**src/rtl/cond_flag_unit.sv**
```systemverilog
// cond_flag_unit
//
// Holds the ARM N/Z/C/V status flags for the datapath. It also keeps a
// one-entry shadow copy of the flags for save/restore, and answers 4-bit
// condition-field queries through a request/acknowledge handshake.
//
// Parameter
//   FORWARD      1: a query in the same cycle as a flag write/restore sees
//                   the new flags.
//                0: such a query stalls one extra cycle (HOLD).
//
// Ports
//   clk          system clock, rising edge
//   rst_n        asynchronous, active-low reset
//   flag_we      write ALU flags this cycle
//   flag_mask    {N,Z,C,V} per-flag write enable
//   alu_nf/zf/cf/vf  ALU flag outputs
//   save_req     copy the registered flags into the shadow
//   restore_req  copy the shadow into the flags; wins over flag_we
//   cond_req     condition request; a level, held until cond_ack
//   cond         ARM condition field
//   cond_ack     one-cycle acknowledge pulse
//   cond_pass    evaluation result; held until the next ack
//   flags        registered {N,Z,C,V}
//   shadow       registered shadow {N,Z,C,V}
//   cin_out      registered C flag, fed back to the ALU carry-in

module cond_flag_unit #(
    parameter bit FORWARD = 1'b1
) (
    input  logic       clk,
    input  logic       rst_n,
    input  logic       flag_we,
    input  logic [3:0] flag_mask,
    input  logic       alu_nf,
    input  logic       alu_zf,
    input  logic       alu_cf,
    input  logic       alu_vf,
    input  logic       save_req,
    input  logic       restore_req,
    input  logic       cond_req,
    input  logic [3:0] cond,
    output logic       cond_ack,
    output logic       cond_pass,
    output logic [3:0] flags,
    output logic [3:0] shadow,
    output logic       cin_out
);

    typedef enum logic [1:0] {
        IDLE = 2'd0,
        HOLD = 2'd1,
        ACK  = 2'd2
    } state_t;

    state_t     state_q;
    logic [3:0] flags_q;
    logic [3:0] flags_d;
    logic [3:0] shadow_q;
    logic [3:0] shadow_d;
    logic [3:0] cond_q;
    logic       ack_q;
    logic       pass_q;
    logic [3:0] alu_flags;
    logic [3:0] eval_flags;
    logic       update;
    logic       hazard;

    // ARM condition table, evaluated on flags packed as {N,Z,C,V}.
    function automatic logic cond_eval(input logic [3:0] c, input logic [3:0] f);
        logic n;
        logic z;
        logic cf;
        logic v;
        logic r;
        n  = f[3];
        z  = f[2];
        cf = f[1];
        v  = f[0];
        case (c)
            4'b0000: r = z;
            4'b0001: r = !z;
            4'b0010: r = cf;
            4'b0011: r = !cf;
            4'b0100: r = n;
            4'b0101: r = !n;
            4'b0110: r = v;
            4'b0111: r = !v;
            4'b1000: r = cf & !z;
            4'b1001: r = !cf | z;
            4'b1010: r = (n == v);
            4'b1011: r = (n != v);
            4'b1100: r = !z & (n == v);
            4'b1101: r = z | (n != v);
            4'b1110: r = 1'b1;
            default: r = 1'b0;
        endcase
        return r;
    endfunction

    assign alu_flags = {alu_nf, alu_zf, alu_cf, alu_vf};
    assign update    = flag_we | restore_req;

    // Restore has priority over an ALU write. The shadow always samples
    // the pre-edge flags, so save and restore in the same cycle swap them.
    always_comb begin
        flags_d  = flags_q;
        shadow_d = shadow_q;
        if (restore_req) begin
            flags_d = shadow_q;
        end else if (flag_we) begin
            flags_d = (flags_q & ~flag_mask) | (alu_flags & flag_mask);
        end
        if (save_req) begin
            shadow_d = flags_q;
        end
    end

    // With forwarding, flags_d already equals flags_q when nothing updates,
    // so the next-state flags can always be used. Without forwarding, an
    // update in the request cycle forces a one-cycle stall instead.
    assign eval_flags = FORWARD ? flags_d : flags_q;
    assign hazard     = !FORWARD && update;

    always_ff @(posedge clk or negedge rst_n) begin
        if (!rst_n) begin
            flags_q  <= 4'b0000;
            shadow_q <= 4'b0000;
        end else begin
            flags_q  <= flags_d;
            shadow_q <= shadow_d;
        end
    end

    // Handshake FSM. The condition field is latched at accept, so a
    // stalled request still finishes correctly if cond_req drops during HOLD.
    always_ff @(posedge clk or negedge rst_n) begin
        if (!rst_n) begin
            state_q <= IDLE;
            ack_q   <= 1'b0;
            pass_q  <= 1'b0;
            cond_q  <= 4'b0000;
        end else begin
            case (state_q)
                IDLE: begin
                    ack_q <= 1'b0;
                    if (cond_req) begin
                        cond_q <= cond;
                        if (hazard) begin
                            state_q <= HOLD;
                        end else begin
                            pass_q  <= cond_eval(cond, eval_flags);
                            ack_q   <= 1'b1;
                            state_q <= ACK;
                        end
                    end
                end
                HOLD: begin
                    pass_q  <= cond_eval(cond_q, flags_q);
                    ack_q   <= 1'b1;
                    state_q <= ACK;
                end
                ACK: begin
                    ack_q   <= 1'b0;
                    state_q <= IDLE;
                end
                default: begin
                    ack_q   <= 1'b0;
                    state_q <= IDLE;
                end
            endcase
        end
    end

    assign flags     = flags_q;
    assign shadow    = shadow_q;
    assign cin_out   = flags_q[1];
    assign cond_ack  = ack_q;
    assign cond_pass = pass_q;

endmodule

```
**config.mk**
```make
export PLATFORM = sky130hd
export DESIGN_NAME = cond_flag_unit
export DESIGN_NICKNAME = d
export VERILOG_FILES = /design/src/rtl/cond_flag_unit.sv
export SDC_FILE = /design/constraint.sdc
export NUM_CORES = 1
export LEC_CHECK = 0
export CORE_ASPECT_RATIO = 1.75
export CORE_UTILIZATION = 34
export DETAILED_ROUTE_END_ITERATION = 8
export GPL_TIMING_DRIVEN = 1
export PLACE_DENSITY_LB_ADDON = 0.08
export SYNTH_ARGS = -nofsm -noshare
export SYNTH_HDL_FRONTEND = slang
export SYNTH_SLANG_ARGS = --single-unit
```
**constraint.sdc**
```tcl
create_clock -name clk -period 1.9 [get_ports clk]
set_clock_uncertainty 0.15 [all_clocks]
set_input_delay 0.475 -clock clk [delete_from_list [all_inputs] [get_ports clk]]
set_output_delay 0.475 -clock clk [all_outputs]
set_load 0.005 [all_outputs]
```
Yosys cells after proc, flatten, opt, wreduce, memory -nomap -nowiden
Index checks and enable logic that the tools add are counted.

Equality and inequality tests: 34. Multiplexer cells: 10. Bitwise operators: 12. Reduce and logical (&&, ||, !) cells: 14.

Operators by type and width (count): $eq 4x4->1 const B (14); $eq 4x3->1 const B (8); $pmux 1 s15 (2); $eq 4x2->1 const B (4); $and 4x4->4 (2); $eq 4x1->1 const B (2); $logic_not 1->1 (8); $logic_not 4->1 (2); $mux 4 (2); $and 1x1->1 (4); $not 4->4 (1); $or 1x1->1 (4); $or 4x4->4 (1); $pmux 1 s2 (2); $pmux 2 s2 (1); $reduce_and 2->1 (2); $eq 1x1->1 (2); $eq 2x1->1 const B (1); $logic_not 2->1 (1); $mux 1 (2); $mux 2 (1); $ne 1x1->1 (2); $ne 2x2->1 const B (1); $reduce_bool 2->1 (1).

Register bits: 16. Input bits: 18. Word-level logic and storage cells: 76.

Longest topological paths before layout
Gate-level depths: netlist of run 1.

Depth after elaboration: 10. Mapped depth: 7.

Worst setup path before layout of run 1
No wires, ideal clock.

Path type: input port to flip-flop. From: in flag_we. To: reg pass_q (netlist: cond_pass). Library setup time: 139 ps. Arrival time: 1974 ps. Required time: 1611 ps. Path slack: -362 ps. Stages: 7. Buffers on the path: 1. Path through: buf_6 > and3_1 > o31ai_2 > xor2_1 > mux2i_1 > mux2i_1 > or4_1.

Word-level cells in the longest chain between the ends: 7. Elaborated cells between the ends (all ways): 15. Classes of those cells: eq/ne (2); mux (5); bitwise (4); reduce/logical (4).

RTL lines: start, declared (RTL line 33) `input logic flag_we,`; $mux 4 * (RTL line 111) `end else if (flag_we) begin`; $mux 4 * (RTL line 109) `if (restore_req) begin`; $ne 1x1->1 (tied with other cells) (RTL line 92, 94); $or 1x1->1 (tied with other cells) (RTL line 94) `4'b1101: r = z | (n != v);`; $pmux 1 s15 * (RTL line 80) `case (c)`; $mux 1 * (RTL line 147) `if (cond_req) begin`; $pmux 1 s2 * (RTL line 144) `case (state_q)`; end signal, assigned (RTL line 152) `pass_q <= cond_eval(cond, eval_flags);`; end signal, assigned (RTL line 159) `pass_q <= cond_eval(cond_q, flags_q);`; end, declared (RTL line 63) `logic pass_q;`.

Mark *: on every way between the ends. The rest lies on a longest branch, timed or not. The select of a mux whose other input is x is not followed. A chain may end at the register's enable or synchronous reset.

Final worst setup path of run 1
From: in flag_mask[2]. To: reg pass_q (netlist: cond_pass).

Word-level cells in the longest chain between the ends: 10. Elaborated cells between the ends (all ways): 14. Classes of those cells: mux (5); bitwise (8); reduce/logical (1).

RTL lines: start, declared (RTL line 34) `input logic [3:0] flag_mask,`; $not 4->4 (RTL line 112) `flags_d = (flags_q & ~flag_mask) | (alu_flags & flag_mask);`; $and 4x4->4 (RTL line 112); $or 4x4->4 * (RTL line 112); $mux 4 * (RTL line 111); $mux 4 * (RTL line 109); via eval_flags[2] (RTL line 65) `logic [3:0] eval_flags;`; $logic_not 1->1 (RTL line 82, 89, 93); $and 1x1->1, on equally long branches (RTL line 93, 89); $pmux 1 s15 * (RTL line 80); $mux 1 * (RTL line 147); $pmux 1 s2 * (RTL line 144).

The timed path passes the listed nets; every way through them passes the cells marked *. The select of a mux whose other input is x is not followed.

==> flow_summary.toml, run 1 <==
[routing]
wire_per_inst_um = 14.2
drt-pass1-iter-count = 3
via_per_inst = 5.13
ant_nets = 0
drtIter0Drc = 14
drc = 0
dr_total_vias = 878
drt_wl_total_um = 2430

[floorplan]
dieWidth_um = 38.9
start_util = 0.357
dieArea_um2 = 2600
core_um2 = 2270
rows = 23
die_y_um = 66.7
pin_count = 29

[worst_setup_path]
critical_path_peak_fanout = 4
timing.rr.start = "shadow[3]"
reg2reg_slack_ns = -0.18
r2r_cells = 7
max_stage_delay_ns = 0.35
cpMaxStageDelayCell = "o31a_4"
cp-end-kind = "flop"
worstPathCellList = "dlygate4sd2_1 -> and3_4 -> o31a_4 -> buf_4 -> nor4_1 -> a211oi_2 -> o41ai_1 -> or4_1"
r2r_end = "cond_pass"
worst-path-buf-inv = 2
startpoint = "flag_mask[2]"
worstSetupPathType = "input pin to flop"
cp_data_arrival_time_ns = 2.18
critPathTopFamily = "compound AO/OA/AOI/OAI gates"
cp.required_ns = 1.93
cp-start-kind = "input pin"

[synthesis]
synth_edf_count = 0
synth.area.top_cells = "dfrtp_1 34%, mux2_2 5.5%, a311oi_4 3.2%, inv_1 3.2%, a21boi_1 2.8%"
synth_nets = 102
synth.distinct_cells = 40
yosys_warnings = 0
synth_most_common_cell = "dfrtp_1"
synth_top_area_share = 0.339
synthCells = 84
synth_area_per_cell_um2 = 9.67
synth-main-ff-cell = "dfrtp_1"
synthArstFlopShare = 1.00
ys_seq_area_frac = 0.339
synth_seq_cells = 11
synth_commonest_cells = "11 x dfrtp_1, 7 x inv_1, 6 x nand2_1, 6 x nor2_1, 4 x mux2_2"
syn_area_um2 = 812
synth_area_leader_cell = "dfrtp_1"

[timing]
hold-worst-slack_ns = 0.366
max_slew_margin = 0.671
finalHoldViolations = 0
worst_slack_ns = -0.253
rsz0062_at_grt = "yes"
drv_slew = 0
setup_viol = 1
finalCriticalPeriod_ns = 2.15
max_freq_mhz = 464
worst_pin_slew_ns = 0.493
fin_crit_sh = 1.13

[placed_design]
placedInstanceArea_um2 = 1280
numPlacedInstances = 155
hpwl_um = 1740
routabilityCongestion = 0.742
port_buffers = 28
place_ws_ns = -0.982

[final_layout]
area_growth_syn_to_layout_pct = 79.7
diodes = 0
multiInputGateArea_um2 = 515
drive_gt1_frac = 0.438
n_fill_cell = 199
nNetsFinal = 165
final-seq-area_um2 = 275
instances_no_fill = 171
final_area_um2 = 1460

[hold_path]
min_path_cells = 1
holdPathEnd = "shadow[2]"
hold_start = "shadow[2]"
hold_path_class = "flop to flop"

[outcome]
outcome = "finished, violations left"
violations = "setup timing"

[pwr]
p_leak_nw = 0.658
powerDensity_nw_per_um2 = 730
vdd_drop_max_mv = 0.402

[cts]
clockBufferDepth = 2
cts_made_buffers = 3
root_buffer = "clkbuf_8"
insertion_delay_ns = 0.24
clk_pin_slew_worst_paths_ns = 0.05
cts.sinks = 11
cts_max_level = 1
cts_tree = "done"

[grt]
antenna_found_initial = 0
grt_overflow_total = 0
grt_pass1_wl_um = 3670
grt_pass1_vias = 900
grtUsageTotal = 0.206
grt_start_max_net_pins = 12

[job]
cap_viol_max_count = 0
==> metal layers <==
layer / wire length [um] / GRT usage
met4: 64 / 0.112
met5: 0 / 0
met2: 1450 / 0.406
met1: 836 / 0.178
met3: 78 / 0.0300
==> power breakdown <==
| group | switching (mW) | total (mW) | internal, mW |
|---|---|---|---|
| registers | 0.0323 | 0.313 | 0.281 |
| logic | 0.195 | 0.516 | 0.321 |
| clock network | 0.0891 | 0.237 | 0.147 |
==> logic make-up after synthesis <==
family,after synthesis,share of synthesized area
xor gates and xnor gates,2,0.0216
DFF,11,0.339
AOI/OAI and AO/OA,21,0.256
muxes,6,0.0801
buffers and inverters,13,0.0832
and+or+nand+nor,31,0.220
==> cells in the final DEF (no fill, tap or decap), types with 2 or more instances in the layout <==
| cell type | Yosys | layout |
|---|---|---|
| buf_4 | 1 | 31 |
| clkdlybuf4s50_1 | 0 | 17 |
| dfrtp_1 | 11 | 11 |
| inv_1 | 7 | 7 |
| nand2_1 | 6 | 6 |
| nor2_1 | 6 | 6 |
| buf_6 | 2 | 5 |
| mux2_2 | 4 | 4 |
| nand2b_1 | 3 | 3 |
| clkbuf_8 | 0 | 3 |
| dlygate4sd2_1 | 0 | 3 |
| a21boi_1 | 3 | 2 |
| and3_4 | 1 | 2 |
| mux2i_1 | 2 | 2 |
| nand4_1 | 2 | 2 |
| a211oi_1 | 2 | 2 |
| nand4b_1 | 2 | 2 |
| a31oi_1 | 2 | 2 |
| nand3_1 | 2 | 2 |
| clkbuf_2 | 0 | 2 |
| buf_8 | 0 | 2 |
| dlymetal6s2s_1 | 0 | 2 |
==> through the flow <==
| step | utilization | total power [mW] | setup TNS [ns] |
|---|---|---|---|
| floorplan | - | 0.507 | -0.273 |
| global placement | 0.561 | 0.752 | -1.13 |
| detailed placement | 0.561 | 0.755 | -1.24 |
| CTS | 0.613 | 1.03 | -0.228 |
| global route | 0.642 | 1.13 | -0.338 |
| finish | 0.642 | 1.07 | -0.253 |
==> registers in the layout, summed over array words and instances (netlist names) <==
register   flops
cond_pass      1
shadow         4
state_q        1
flags          4
cond_ack       1
==> cell type report <==
| class | instances | area share |
|---|---|---|
| clock buffer | 4 | 0.0309 |
| inverter | 7 | 0.0180 |
| multi-input combinational | 60 | 0.353 |
| sequential | 11 | 0.189 |
| tap | 25 | 0.0214 |
| timing repair buffer | 64 | 0.388 |
==> what timing repair did <==
action / CTS / global route
pin swaps: 9 / 6
hold buffers: 0 / 0
setup endpoints to repair: 1 / 3
gates resized for setup: 31 / 13
buffers inserted: 6 / 6
==> worst max-delay path by stage <==
stage | depth (start not counted) | endpoint
6_report | 8 | cond_pass
5_1_grt | 8 | cond_pass
4_1_cts | 8 | cond_pass
3_5_place_dp | 8 | cond_pass
3_3_place_gp | 8 | cond_pass
2_1_floorplan | 7 | cond_pass
Power figures use the tool's default switching activity.
==> run 2, diff against run 1 <==
- PLACE_DENSITY: unset -> 0.66
- PLACE_DENSITY_LB_ADDON: 0.08 -> unset
==> flow_summary.toml, run 2 (synthesis gave the netlist of run 1 again) <==
[routing]
drt_wl_total_um = 2590
via_per_inst = 5.32
dr_total_vias = 878
drtIter0Drc = 26
ant_nets = 0
wire_per_inst_um = 15.7
drc = 0
drt-pass1-iter-count = 4

[cts]
insertion_delay_ns = 0.25
cts_max_level = 1
root_buffer = "clkbuf_8"
clk_pin_slew_worst_paths_ns = 0.05
ctsHoldBuffers = 0
clockBufferDepth = 2
cts_made_buffers = 3
cts.sinks = 11
cts_tree = "done"

[worst_setup_path]
max_stage_delay_ns = 0.49
worstPathCellList = "buf_8 -> nor2b_1 -> a311oi_4 -> xor2_1 -> mux2i_1 -> mux2i_1 -> or4_1"
worstSetupPathType = "input pin to flop"
critical_path_peak_fanout = 5
cp-end-kind = "flop"
cp.required_ns = 1.87
cp-start-kind = "input pin"
reg2reg_slack_ns = -0.15
cp_data_arrival_time_ns = 2.04
crit_top_cell = "mux2i_1"
startpoint = "restore_req"
timing.rr.start = "flags[3]"
cpMaxStageDelayCell = "or4_1"
r2r_cells = 6
r2r_end = "cond_pass"

[timing]
worst_pin_slew_ns = 0.492
max_slew_margin = 0.671
rsz0062_at_grt = "yes"
finalCriticalPeriod_ns = 2.08
fin_crit_sh = 1.09
max_freq_mhz = 482
setup_viol = 1
drv_slew = 0
worst_slack_ns = -0.176
finalHoldViolations = 0

[final_layout]
fin_util = 0.627
drive_gt1_frac = 0.436
layout_common_cells = "28 x buf_4, 17 x clkdlybuf4s50_1, 11 x dfrtp_1"
nNetsFinal = 159
area_growth_syn_to_layout_pct = 75.7
multiInputGateArea_um2 = 529
n_fill_cell = 204
instances_no_fill = 165
diodes = 0
final_common_cell = "buf_4"
final-seq-area_um2 = 275

[floorplan]
die_y_um = 66.7
core_um2 = 2270
dieWidth_um = 38.9
rows = 23
dieArea_um2 = 2600
start_util = 0.357
pin_count = 29

[pwr]
p_sw_frac = 0.310
intPower_mw = 0.726
p_sw_mw = 0.326
fin_total_pwr_mw = 1.05
p_leak_nw = 0.624
p_seq_frac = 0.297
vdd_drop_max_mv = 0.548
pwr-share-comb = 0.472
powerDensity_nw_per_um2 = 738
clkPwrFrac = 0.230

[placed_design]
hpwl_um = 2000
routabilityCongestion = 0.968
port_buffers = 28
numPlacedInstances = 155
place_ws_ns = -0.969

[outcome]
violations = "setup timing"
outcome = "finished, violations left"

[grt]
grt_pass1_vias = 867
grt_start_max_net_pins = 12
grtUsageTotal = 0.230
grt_pass1_wl_um = 4040
antenna_found_initial = 0
grt_overflow_total = 0

[hold_path]
hold_start = "shadow[2]"
holdPathEnd = "shadow[2]"
min_path_cells = 1
hold_path_class = "flop to flop"

[job]
cap_viol_max_count = 0
-- run 2: layout make-up --
class / count / share of cell area
multi-input cells: 60 / 0.371
well taps: 25 / 0.0219
clock buffers: 3 / 0.0289
inverters: 7 / 0.0184
flip-flops and latches: 11 / 0.193
clock inverters: 1 / 0.00351
repair buffers: 58 / 0.363
-- run 2: power by group through the flow --
stage / combinational, mW / sequential [mW] / clock [mW]
5_1_grt: 0.534 / 0.317 / 0.265
3_5_place_dp: 0.446 / 0.315 / 0
3_3_place_gp: 0.440 / 0.315 / 0
4_1_cts: 0.496 / 0.312 / 0.244
2_1_floorplan: 0.186 / 0.321 / 0
6_report: 0.497 / 0.313 / 0.242
-- run 2: metrics by stage --
step / area, um^2 / setup TNS (ns) / hold WS [ns]
after floorplan: 826 / -0.273 / 0.0294
after global placement: 1290 / -1.26 / 0.370
after detailed placement: 1290 / -1.38 / 0.391
after CTS: 1420 / -0.162 / 0.403
after global routing: 1430 / -0.242 / 0.419
final: 1430 / -0.176 / 0.399
-- run 2: critical path: cells and delay by family --
kind	cells	cell delay [ns]
xor gates and xnor gates	1	0.18
and+or+nand+nor	2	0.65
muxes	2	0.24
AOI/OAI and AO/OA	1	0.39
buffers and inverters	1	0.10
-- run 2: per-layer routing --
layer | global-route usage | wire length, um
met1 | 0.268 | 970
met2 | 0.400 | 1470
met3 | 0.0400 | 91
met4 | 0.0819 | 57
met5 | 0 | 0
-- run 2: how the worst max path moves through the flow --
| stage | end | cells past startpoint | slack [ns] |
|---|---|---|---|
| final | cond_pass | 7 | -0.18 |
| after global routing | cond_pass | 6 | -0.24 |
| after CTS | cond_pass | 8 | -0.16 |
| after detailed placement | cond_pass | 8 | -0.97 |
| after global placement | cond_pass | 7 | -0.91 |
| after floorplan | cond_pass | 7 | -0.27 |
-- run 2: repair_timing --
item                       CTS  global route
pin swaps                   11             2
setup endpoints to repair    1             1
cloned                       0             0
setup buffers                5             1
gates resized for setup     43             1
==> run 3, diff against run 2 <==
--- a/config.mk
+++ b/config.mk
@@ -12,2 +12,3 @@
 export PLACE_DENSITY = 0.66
+export RECOVER_POWER = 100
 export SYNTH_ARGS = -nofsm -noshare
==> constraint.sdc (replaced) <==
create_clock -name clk -period 1.9 [get_ports clk]
set_clock_uncertainty 0.15 [all_clocks]
set_input_delay 0.285 -clock clk [delete_from_list [all_inputs] [get_ports clk]]
set_output_delay 0.285 -clock clk [all_outputs]
set_load 0.005 [all_outputs]
==> flow_summary.toml, run 3 (synthesis gave the netlist of run 1 again) <==
[cts]
cts.sinks = 11
root_buffer = "clkbuf_8"
cts_max_level = 1
cts_made_buffers = 3
insertion_delay_ns = 0.24
cts_tree = "done"
clockBufferDepth = 2
clk_pin_slew_worst_paths_ns = 0.05
ctsHoldBuffers = 0

[final_layout]
nNetsFinal = 160
final_common_cell = "buf_4"
drive_gt1_frac = 0.383
area_growth_syn_to_layout_pct = 73.3
layout_common_cells = "26 x buf_4, 13 x dlygate4sd3_1, 11 x dfrtp_1, 7 x inv_1"
multiInputGateArea_um2 = 508
diodes = 0
final_area_um2 = 1410
n_fill_cell = 211
final-seq-area_um2 = 275

[grt]
grt_start_max_net_pins = 12
grt_pass1_wl_um = 4030
grt_overflow_total = 0
grtUsageTotal = 0.231
grt_pass1_vias = 891
antenna_found_initial = 0

[timing]
finalCriticalPeriod_ns = 1.98
rsz0062_at_grt = "yes"
worst_pin_slew_ns = 0.521
tns_ns = -0.0822
fin_crit_sh = 1.04
setup_viol = 1
finalHoldViolations = 0
drv_slew = 0
worst_slack_ns = -0.0822
max_slew_margin = 0.651
max_freq_mhz = 504

[pwr]
powerDensity_nw_per_um2 = 725
vdd_drop_max_mv = 0.543
p_leak_nw = 0.620
fin_total_pwr_mw = 1.02

[routing]
via_per_inst = 5.30
dr_total_vias = 879
drtIter0Drc = 16
drc = 0
drt-pass1-iter-count = 4
drt_wl_total_um = 2640
wire_per_inst_um = 15.9
ant_nets = 0

[placed_design]
placedInstanceArea_um2 = 1300
routabilityCongestion = 0.933
place_ws_ns = -0.802
port_buffers = 28
hpwl_um = 2010

[worst_setup_path]
cp_data_arrival_time_ns = 1.95
cp.required_ns = 1.86
critical_path_peak_fanout = 7
cp-end-kind = "flop"
cp-start-kind = "input pin"
worstSetupPathType = "input pin to flop"

[floorplan]
dieWidth_um = 38.9
start_util = 0.357
die_y_um = 66.7
dieArea_um2 = 2600
pin_count = 29
rows = 23
core_um2 = 2270

[hold_path]
hold_path_class = "input pin to asynchronous set/reset pin"

[job]
cap_viol_max_count = 0

[outcome]
violations = "setup timing"
outcome = "finished, violations left"
run 3: metrics by stage:
stage,hold slack (ns),cells,utilization
after floorplan,-0.161,84,-
after global placement,0.371,156,0.570
after detailed placement,0.391,156,0.570
after CTS,0.242,164,0.612
after global routing,0.342,166,0.619
final,0.305,166,0.619
run 3: critical path: stages:
cell and delay [ns]:
clkdlybuf4s15_2 0.30, buf_4 0.15, a21boi_1 0.06, a311oi_2 0.27
a21oi_2 0.08, buf_4 0.15, nand3_1 0.06, a31oi_1 0.07
or4_1 0.51
run 3: cell type report:
| class | count | share of cell area |
|---|---|---|
| clock buffer | 4 | 0.0320 |
| inverter | 7 | 0.0187 |
| timing repair buffer | 59 | 0.371 |
| tap | 25 | 0.0222 |
| multi-input combinational | 60 | 0.361 |
| sequential | 11 | 0.196 |
run 3: path summary, 6_finish.rpt:
kind / endpoint / cells past startpoint / startpoint / slack, ns
worst max-delay path: cond_pass / 9 / flag_we / -0.08
worst min-delay path: cond_pass / 1 / rst_n / 0.30
worst max register to register: cond_pass / 7 / flags[3] / -0.07
worst min register to register: shadow[1] / 1 / shadow[1] / 0.39
max in group asynchronous: shadow[2] / 1 / rst_n / 0.95
min in group clk: flags[2] / 3 / alu_zf / 0.34
run 3: timing repair:
action | 4_1_cts | 5_1_grt
setup endpoints to repair | 1 | 1
pin swaps | 11 | 4
cloned | 0 | 0
gates resized for setup | 16 | 5
setup buffers | 4 | 2
run 3: per-layer routing:
metal	global-route usage	share of wire
met1	0.243	0.38
met2	0.400	0.56
met3	0.0333	0.033
met4	0.151	0.027
met5	0	0
run 3: report_power, final:
| group | internal [mW] | switching, mW | total, mW |
|---|---|---|---|
| clock | 0.148 | 0.0923 | 0.240 |
| sequential | 0.281 | 0.0283 | 0.309 |
| combinational | 0.277 | 0.194 | 0.471 |
| total | 0.705 | 0.315 | 1.02 |
